File: config.mk
export PLATFORM = sky130hd
export DESIGN_NAME = led_mux_pwm
export DESIGN_NICKNAME = d
export VERILOG_FILES = /design/src/rtl/led_mux_pwm.sv
export SDC_FILE = /design/constraint.sdc
export NUM_CORES = 1
export LEC_CHECK = 0
export ABC_AREA = 1
export CAP_MARGIN = 20
export CORE_MARGIN = 3
export CORE_UTILIZATION = 55
export DETAILED_ROUTE_END_ITERATION = 7
export PLACE_DENSITY = 0.79
export RECOVER_POWER = 100
export SKIP_CTS_REPAIR_TIMING = 1
export SLEW_MARGIN = 40
export SYNTH_ARGS = -nofsm -noshare
export SYNTH_HDL_FRONTEND = slang
export SYNTH_SLANG_ARGS = --single-unit
export TNS_END_PERCENT = 30
File: constraint.sdc
create_clock -name clk -period 2.3 [get_ports clk]
set_input_delay 0.46 -clock clk [delete_from_list [all_inputs] [get_ports clk]]
set_output_delay 0.46 -clock clk [all_outputs]
set_load 0.02 [all_outputs]
File: src/rtl/led_mux_pwm.sv
// LED matrix row scanner with per-pixel PWM brightness, inter-row blanking and
// a double-buffered frame store loaded through a valid/ready handshake.
module led_mux_pwm #(
    parameter int unsigned NUM_ROWS              = 4,
    parameter int unsigned NUM_ROWS_WIDTH        = 2,
    parameter int unsigned NUM_COLS              = 8,
    parameter int unsigned PWM_BITS              = 2,
    parameter int unsigned PRESCALE              = 2,
    parameter int unsigned PRESCALE_WIDTH        = 2,
    parameter int unsigned BLANK_TICKS           = 1,
    parameter bit          ROW_OUTPUT_ACTIVE_LOW = 1'b1,
    parameter bit          COL_OUTPUT_ACTIVE_LOW = 1'b1
) (
    input  logic                                    clk,
    input  logic                                    i_rst_n,
    input  logic                                    i_enable,
    input  logic [NUM_ROWS*NUM_COLS*PWM_BITS-1:0]   i_pixels,
    input  logic                                    i_frame_valid,
    output logic                                    o_frame_ready,
    output logic                                    o_frame_start,
    output logic [NUM_ROWS-1:0]                     o_rows,
    output logic [NUM_COLS-1:0]                     o_cols
);

    localparam int unsigned FRAME_BITS = NUM_ROWS * NUM_COLS * PWM_BITS;
    localparam int unsigned PWM_TICKS  = (1 << PWM_BITS) - 1;
    localparam int unsigned BLANK_LAST = (BLANK_TICKS > 0) ? BLANK_TICKS - 1 : 0;
    localparam int unsigned TCNT_MAX   = (BLANK_TICKS > PWM_TICKS) ? BLANK_TICKS : PWM_TICKS;
    localparam int unsigned TCNT_W     = (TCNT_MAX > 1) ? $clog2(TCNT_MAX + 1) : 1;

    localparam logic [NUM_ROWS-1:0] ROWS_OFF = {NUM_ROWS{ROW_OUTPUT_ACTIVE_LOW}};
    localparam logic [NUM_COLS-1:0] COLS_OFF = {NUM_COLS{COL_OUTPUT_ACTIVE_LOW}};

    typedef enum logic {
        S_BLANK = 1'b0,
        S_PWM   = 1'b1
    } phase_t;

    // With no blanking configured every row slot opens directly in PWM
    localparam phase_t S_START = (BLANK_TICKS > 0) ? S_BLANK : S_PWM;

    phase_t                     phase, phase_d;
    logic [NUM_ROWS_WIDTH-1:0]  row, row_d;
    logic [TCNT_W-1:0]          tcnt, tcnt_d;
    logic [PRESCALE_WIDTH-1:0]  psc, psc_d;
    logic [FRAME_BITS-1:0]      disp, shadow;
    logic                       pending, pending_d;
    logic                       tick, boundary, swap, xfer;
    logic [NUM_ROWS-1:0]        row_act;
    logic [NUM_COLS-1:0]        col_act;
    logic [PWM_BITS-1:0]        pix;

    // State, output and frame-buffer registers
    always_ff @(posedge clk or negedge i_rst_n) begin
        if (!i_rst_n) begin
            phase         <= S_START;
            row           <= '0;
            tcnt          <= '0;
            psc           <= '0;
            pending       <= 1'b0;
            disp          <= '0;
            shadow        <= '0;
            o_rows        <= ROWS_OFF;
            o_cols        <= COLS_OFF;
            o_frame_ready <= 1'b1;
            o_frame_start <= 1'b0;
        end else begin
            phase         <= phase_d;
            row           <= row_d;
            tcnt          <= tcnt_d;
            psc           <= psc_d;
            pending       <= pending_d;
            o_rows        <= row_act ^ ROWS_OFF;
            o_cols        <= col_act ^ COLS_OFF;
            o_frame_ready <= !pending_d;
            o_frame_start <= swap;
            if (xfer) begin
                shadow <= i_pixels;
            end
            if (swap) begin
                disp <= shadow;
            end
        end
    end

    // Scan sequencing, drive pattern and buffer handshake
    always_comb begin
        phase_d  = phase;
        row_d    = row;
        tcnt_d   = tcnt;
        psc_d    = psc;
        boundary = 1'b0;
        row_act  = '0;
        col_act  = '0;
        pix      = '0;
        tick     = (psc == PRESCALE_WIDTH'(PRESCALE - 1));

        if (!i_enable) begin
            phase_d = S_START;
            row_d   = '0;
            tcnt_d  = '0;
            psc_d   = '0;
        end else begin
            psc_d = tick ? '0 : psc + PRESCALE_WIDTH'(1);

            if (phase == S_PWM) begin
                row_act[row] = 1'b1;
                for (int unsigned c = 0; c < NUM_COLS; c++) begin
                    pix = disp[(32'(row) * NUM_COLS + c) * PWM_BITS +: PWM_BITS];
                    if (32'(pix) > 32'(tcnt)) begin
                        col_act[c] = 1'b1;
                    end
                end
            end

            if (tick) begin
                if (phase == S_BLANK) begin
                    if (tcnt == TCNT_W'(BLANK_LAST)) begin
                        phase_d = S_PWM;
                        tcnt_d  = '0;
                    end else begin
                        tcnt_d = tcnt + TCNT_W'(1);
                    end
                end else if (tcnt == TCNT_W'(PWM_TICKS - 1)) begin
                    phase_d = S_START;
                    tcnt_d  = '0;
                    if (row == NUM_ROWS_WIDTH'(NUM_ROWS - 1)) begin
                        row_d    = '0;
                        boundary = 1'b1;
                    end else begin
                        row_d = row + NUM_ROWS_WIDTH'(1);
                    end
                end else begin
                    tcnt_d = tcnt + TCNT_W'(1);
                end
            end
        end

        // Pending frames swap at the frame boundary, or at once while disabled
        xfer      = i_frame_valid && o_frame_ready;
        swap      = pending && (boundary || !i_enable);
        pending_d = pending;
        if (xfer) begin
            pending_d = 1'b1;
        end else if (swap) begin
            pending_d = 1'b0;
        end
    end

endmodule

# After elaboration in Yosys (flattened, before gate mapping)
# Cells that the tools add are included.
# totals
register_bits	150
in_bits	68
output_inout_bits	14
word_cells	93
# classes
add_sub_neg	10
n_lt_le_gt_ge	10
n_eq_ne	6
n_shift	8
n_mux	38
bitwise	2
n_reduce_logical	8
# op_table
cell	n
$shiftx 64x8->2	7
$shiftx 64x7->2	1
$add 5x3->6 const B	4
$mux 2	12
$mux 1	21
$gt 2x2->1	8
$mux 8	2
$add 5x2->6 const B	2
$mux 4	2
$not 8->8	1
$add 2x1->2 const B	3
$add 5x1->6 const B	1
$ne 2x1->1 const B	3
$eq 2x2->1 const B	2
$not 4->4	1
$logic_and 1x1->1	3
$lt 2x3->1 const B	1
$reduce_and 3->1	1
$demux 1 s2	1
$eq 2x1->1 const B	1
$ge 2x1->1 const B	1
$logic_not 1->1	2
$logic_not 2->1	1
$logic_or 1x1->1	1

# Logic depth before layout (Yosys ltp)
# Gate-level depths: netlist of run 1.
# depth
word_depth	11
depth_mapped	9
mapped_depth_nobuf	8

# Worst setup path after synthesis of run 1
# No wires, ideal clock.
# synth_timing
kind	flip-flop to flip-flop
start	reg row[1]
end	reg o_cols[6]
setup_ns	0.086
arrival_time_ns	1.514
required_time_ns	2.214
path_slack_ns	0.701
path_stages_with_launch	9
n_path_buf	2
period_less_slack_ns	1.599
path_cell_list	dfrtp_1 -> clkbuf_1 -> inv_1 -> buf_2 -> o21ai_0 -> o22ai_1 -> ha_1 -> a21oi_1 -> o21ai_0
# synth_between
elab_chain_len	7
# synth_rtl
element	line	rtl
from (decl)	43	logic [NUM_ROWS_WIDTH-1:0] row, row_d;
from (signal assigned)	69	row <= row_d;
$add 5x3->6	109	pix = disp[(32'(row) * NUM_COLS + c) * PWM_BITS +: PWM_BITS];
$shiftx 64x8->2	109	
$gt 2x2->1	110	if (32'(pix) > 32'(tcnt)) begin
$mux 1	110	
$mux 8	106	if (phase == S_PWM) begin
$mux 8	98	if (!i_enable) begin
$not 8->8 (no line)	n/a	
to (signal assigned)	74	o_cols <= col_act ^ COLS_OFF;
to (decl)	22	output logic [NUM_COLS-1:0] o_cols
# Every way passes these cells.
# A chain may end at the register's enable or synchronous reset.

# Worst setup path after layout of run 1
# layout_timing
start	reg o_frame_ready
end	out o_frame_ready
# layout_rtl
element	line	rtl
from (decl)	19	output logic o_frame_ready,
from (signal assigned)	75	o_frame_ready <= !pending_d;
# No word-level cell between the ends.

==> results.txt, run 1 <==
----------------------------------------------------
[Worst setup path]
  Crit-path max cell delay ... 0.67 ns
  Maximum fanout along the worst path ... 2
  Slowest cell on the critical path ... sky130_fd_sc_hd__dlygate4sd3_1
  Arrival @ worst endpoint ... 1.64 ns
  Dominant delay contributor by cell family on the critical path ... buffers and inverters
  WP data required ... 1.84 ns
  Sort of element at the end of the critical path ... output pin
  CP bufs+invs ... 1
  Path type of the worst setup path ... reg -> out
  CP cell instances ... dlygate4sd3_1
  Type of element launching the critical path ... flip-flop

[Power]
  Pwr/cell area ... 1100 mW/mm2
  Overall Power ... 9030 uW
  Worst supply voltage drop on vdd ... 0.000684 V
  Leakage power of the design ... 0.00384 uW

[Layout]
  Number of filler instances in the final layout ... 909
  Most common cell after layout, fill and taps aside ... sky130_fd_sc_hd__nand2_1
  Area delta synth->final ... 21.6%
  Final core area utilization ... 70.0%
  Cell area after layout ... 0.00820 mm2
  Diodes inserted ... 0
  Area taken by multi-input logic gates ... 0.00261 mm2
  Net total in the final layout ... 822
  Register Area ... 0.00377 mm2
  Commonest cells after routing, fill and taps aside ... 192 x sky130_fd_sc_hd__nand2_1, 136 x sky130_fd_sc_hd__dfrtp_1, 65 x sky130_fd_sc_hd__nand4_1, 64 x sky130_fd_sc_hd__mux2_2, 64 x sky130_fd_sc_hd__clkdlybuf4s50_1
  Fraction of layout cells with a size suffix above 1 ... 17.4%

[Die]
  Std cell rows ... 39
  Horiz. Die Dim ... 117 um
  Top Ports ... 82
  CORE AREA ... 0.0117 mm2
  Starting density of the core ... 57.6%
  Die area ... 0.0136 mm2
  Height of the chip ... 117 um

[Global routing]
  Met3 global-route usage ... 6.48%
  Antenna violations before repair ... 0
  Global routing met1 resource utilization ... 31.6%
  Met2 usage in global routing ... 38.3%
  Vias in the first global route ... 5071
  Global-route usage over all layers ... 23.8%
  Pin count of the biggest net entering global routing ... 66
  Total overflow reported by the global router ... 0
  Global-route wire length before repair ... 24900 um
  Peak-usage layer in the global routing report ... met2

[Yosys]
  Count of mapped cells out of synthesis ... 656
  Syn_nets ... 748
  Synthesized cell area ... 0.00674 mm2
  Synthesis warning total ... 0
  Number of synthesized register bits ... 150
  Sequential cell area fraction in the yosys report ... 55.9%
  Unique cell type count in the Yosys netlist ... 19
  Mean Syn Cell Area ... 10.3 um2

[Placed design]
  Placed Instance Area ... 0.00767 mm2
  Detail Placement HPWL ... 10200 um
  Placer Congestion ... 0.876
  Number of I/O port buffers ... 81

[Detailed routing]
  Count of routing violations after the opening detailed-route iteration ... 433
  Via-per-instance ratio ... 5.62
  Vias ... 4971
  Number of detailed-route iterations in the first pass ... 5
  Final antenna-violating net count ... 0
  Number of DRC violations after detailed routing ... 0
  Total routed wirelength ... 14800 um
  Routed wirelength normalized by instance count ... 16.7 um

[Clocking]
  Clk root buf ... sky130_fd_sc_hd__clkbuf_16
  Clock sink count ... 150
  TritonCTS clock tree ... built
  Count of H-tree levels built during CTS ... 4
  Clock Latency Late Sink ... 0.43 ns
  Maximum root-to-sink buffer count ... 2
  Inserted Clock Buffers ... 17
  CTS clock-pin slew for the worst setup and hold paths ... 0.06 ns

[Run status]
  Run status ... finished, final reports clean

[STA]
  Setup TNS after final layout ... 0 ns
  Slew of the pin with the lowest slew margin ... 0.925 ns
  Final count of hold timing violations ... 0
  Time the final worst path needs with I/O delays and setup ... 2.10 ns
  Peak Freq ... 0.475 GHz
  Count of final setup violators ... 0
  Worst slew margin relative to its limit ... 38.3%
  Max Transition Viols Final ... 0
  Final critical-path share of the clock period ... 91.5%
  Skew final ... 0.00739 ns
  Unrepaired setup endpoints after global routing ... false

[Hold path]
  Classification of the worst-slack hold path ... reg -> reg

[Flow run]
  Count of max-cap constraint violations ... 0

----------------------------------------------------
==> where the power goes <==
part	total (uW)	leakage, uW	switching (uW)	internal [uW]
clock	2660	0.000268	1020	1640
combinational	2150	0.00177	1140	1010
sequential	4220	0.00180	588	3630
==> registers in the layout, summed over array words and instances (netlist names) <==
signal and count:
disp 64, o_cols 8, o_frame_ready 1, o_frame_start 1
o_rows 4, pending 1, phase 1, psc 2
row 2, shadow 64, tcnt 2
==> cell families (layout without fill, tap and decap cells) <==
| kind of cell | Yosys count | in the layout | synth area share [%] |
|---|---|---|---|
| adders and majority gates | 24 | 24 | 4.45 |
| AOI/OAI and AO/OA | 42 | 42 | 3.27 |
| buffers and inverters | 65 | 150 | 5.36 |
| DFF | 150 | 150 | 55.9 |
| muxes | 64 | 64 | 10.7 |
| and+or+nand+nor | 311 | 311 | 20.3 |
==> path summary, 6_finish.rpt <==
path | depth (start not counted) | endpoint | from | slack, ns
max | 1 | o_frame_ready | o_frame_ready | 0.20
min | 1 | psc[0] | psc[0] | 0.47
max reg2reg | 8 | disp[56] | row[0] | 0.36
min reg2reg | 1 | psc[0] | psc[0] | 0.47
max in group asynchronous | 3 | shadow[14] | i_rst_n | 0.43
min in group asynchronous | 2 | tcnt[1] | i_rst_n | 0.71
==> layer usage <==
metal  vias up  share of wire, %
met5         -                 0
met4         0               2.1
met3        24               5.6
met2       133                49
met1      2439                43
li1       2375                 -
==> synth_stat cells <==
cell type	count	area [um2]
sky130_fd_sc_hd__a21oi_1	8	40.0
sky130_fd_sc_hd__buf_2	22	110
sky130_fd_sc_hd__buf_4	14	105
sky130_fd_sc_hd__buf_6	5	56.3
sky130_fd_sc_hd__clkbuf_1	6	22.5
sky130_fd_sc_hd__dfrtp_1	137	3430
sky130_fd_sc_hd__dfstp_2	13	342
sky130_fd_sc_hd__ha_1	24	300
sky130_fd_sc_hd__inv_1	18	67.6
sky130_fd_sc_hd__mux2_2	64	721
sky130_fd_sc_hd__nand2_1	192	721
sky130_fd_sc_hd__nand2_2	2	12.5
sky130_fd_sc_hd__nand3_1	22	110
sky130_fd_sc_hd__nand3_2	1	10.0
sky130_fd_sc_hd__nand4_1	65	407
sky130_fd_sc_hd__nor2_1	28	105
sky130_fd_sc_hd__nor3_1	1	5.00
sky130_fd_sc_hd__o21ai_0	26	130
sky130_fd_sc_hd__o22ai_1	8	50.1
==> final cells by class <==
class / instances / share of cell area (%)
Timing Repair Buffer: 102 / 12.2
Clock buffer: 22 / 5.66
Multi-Input combinational cell: 441 / 31.9
Inverter: 18 / 0.824
Sequential cell: 150 / 46.0
Tap cell: 143 / 2.18
Clock inverter: 8 / 1.24
==> stage by stage <==
stage | instances | hold slack [ns] | setup WS [ns]
global placement | 853 | 0.369 | 0.342
detailed placement | 853 | 0.375 | 0.303
global route | 884 | 0.486 | 0.143
finish | 884 | 0.466 | 0.195
CTS | 883 | -0.0761 | 0.239
floorplan | 656 | 0.164 | 0.701
Note: power is estimated with default switching activity, not from simulation.
==> inputs of run 2 (changes only) <==
Settings changed: HOLD_SLACK_MARGIN set to 0.06.
==> results of run 2 <==
Same layout as run 1: the final DEF is identical, and so are final timing and power.
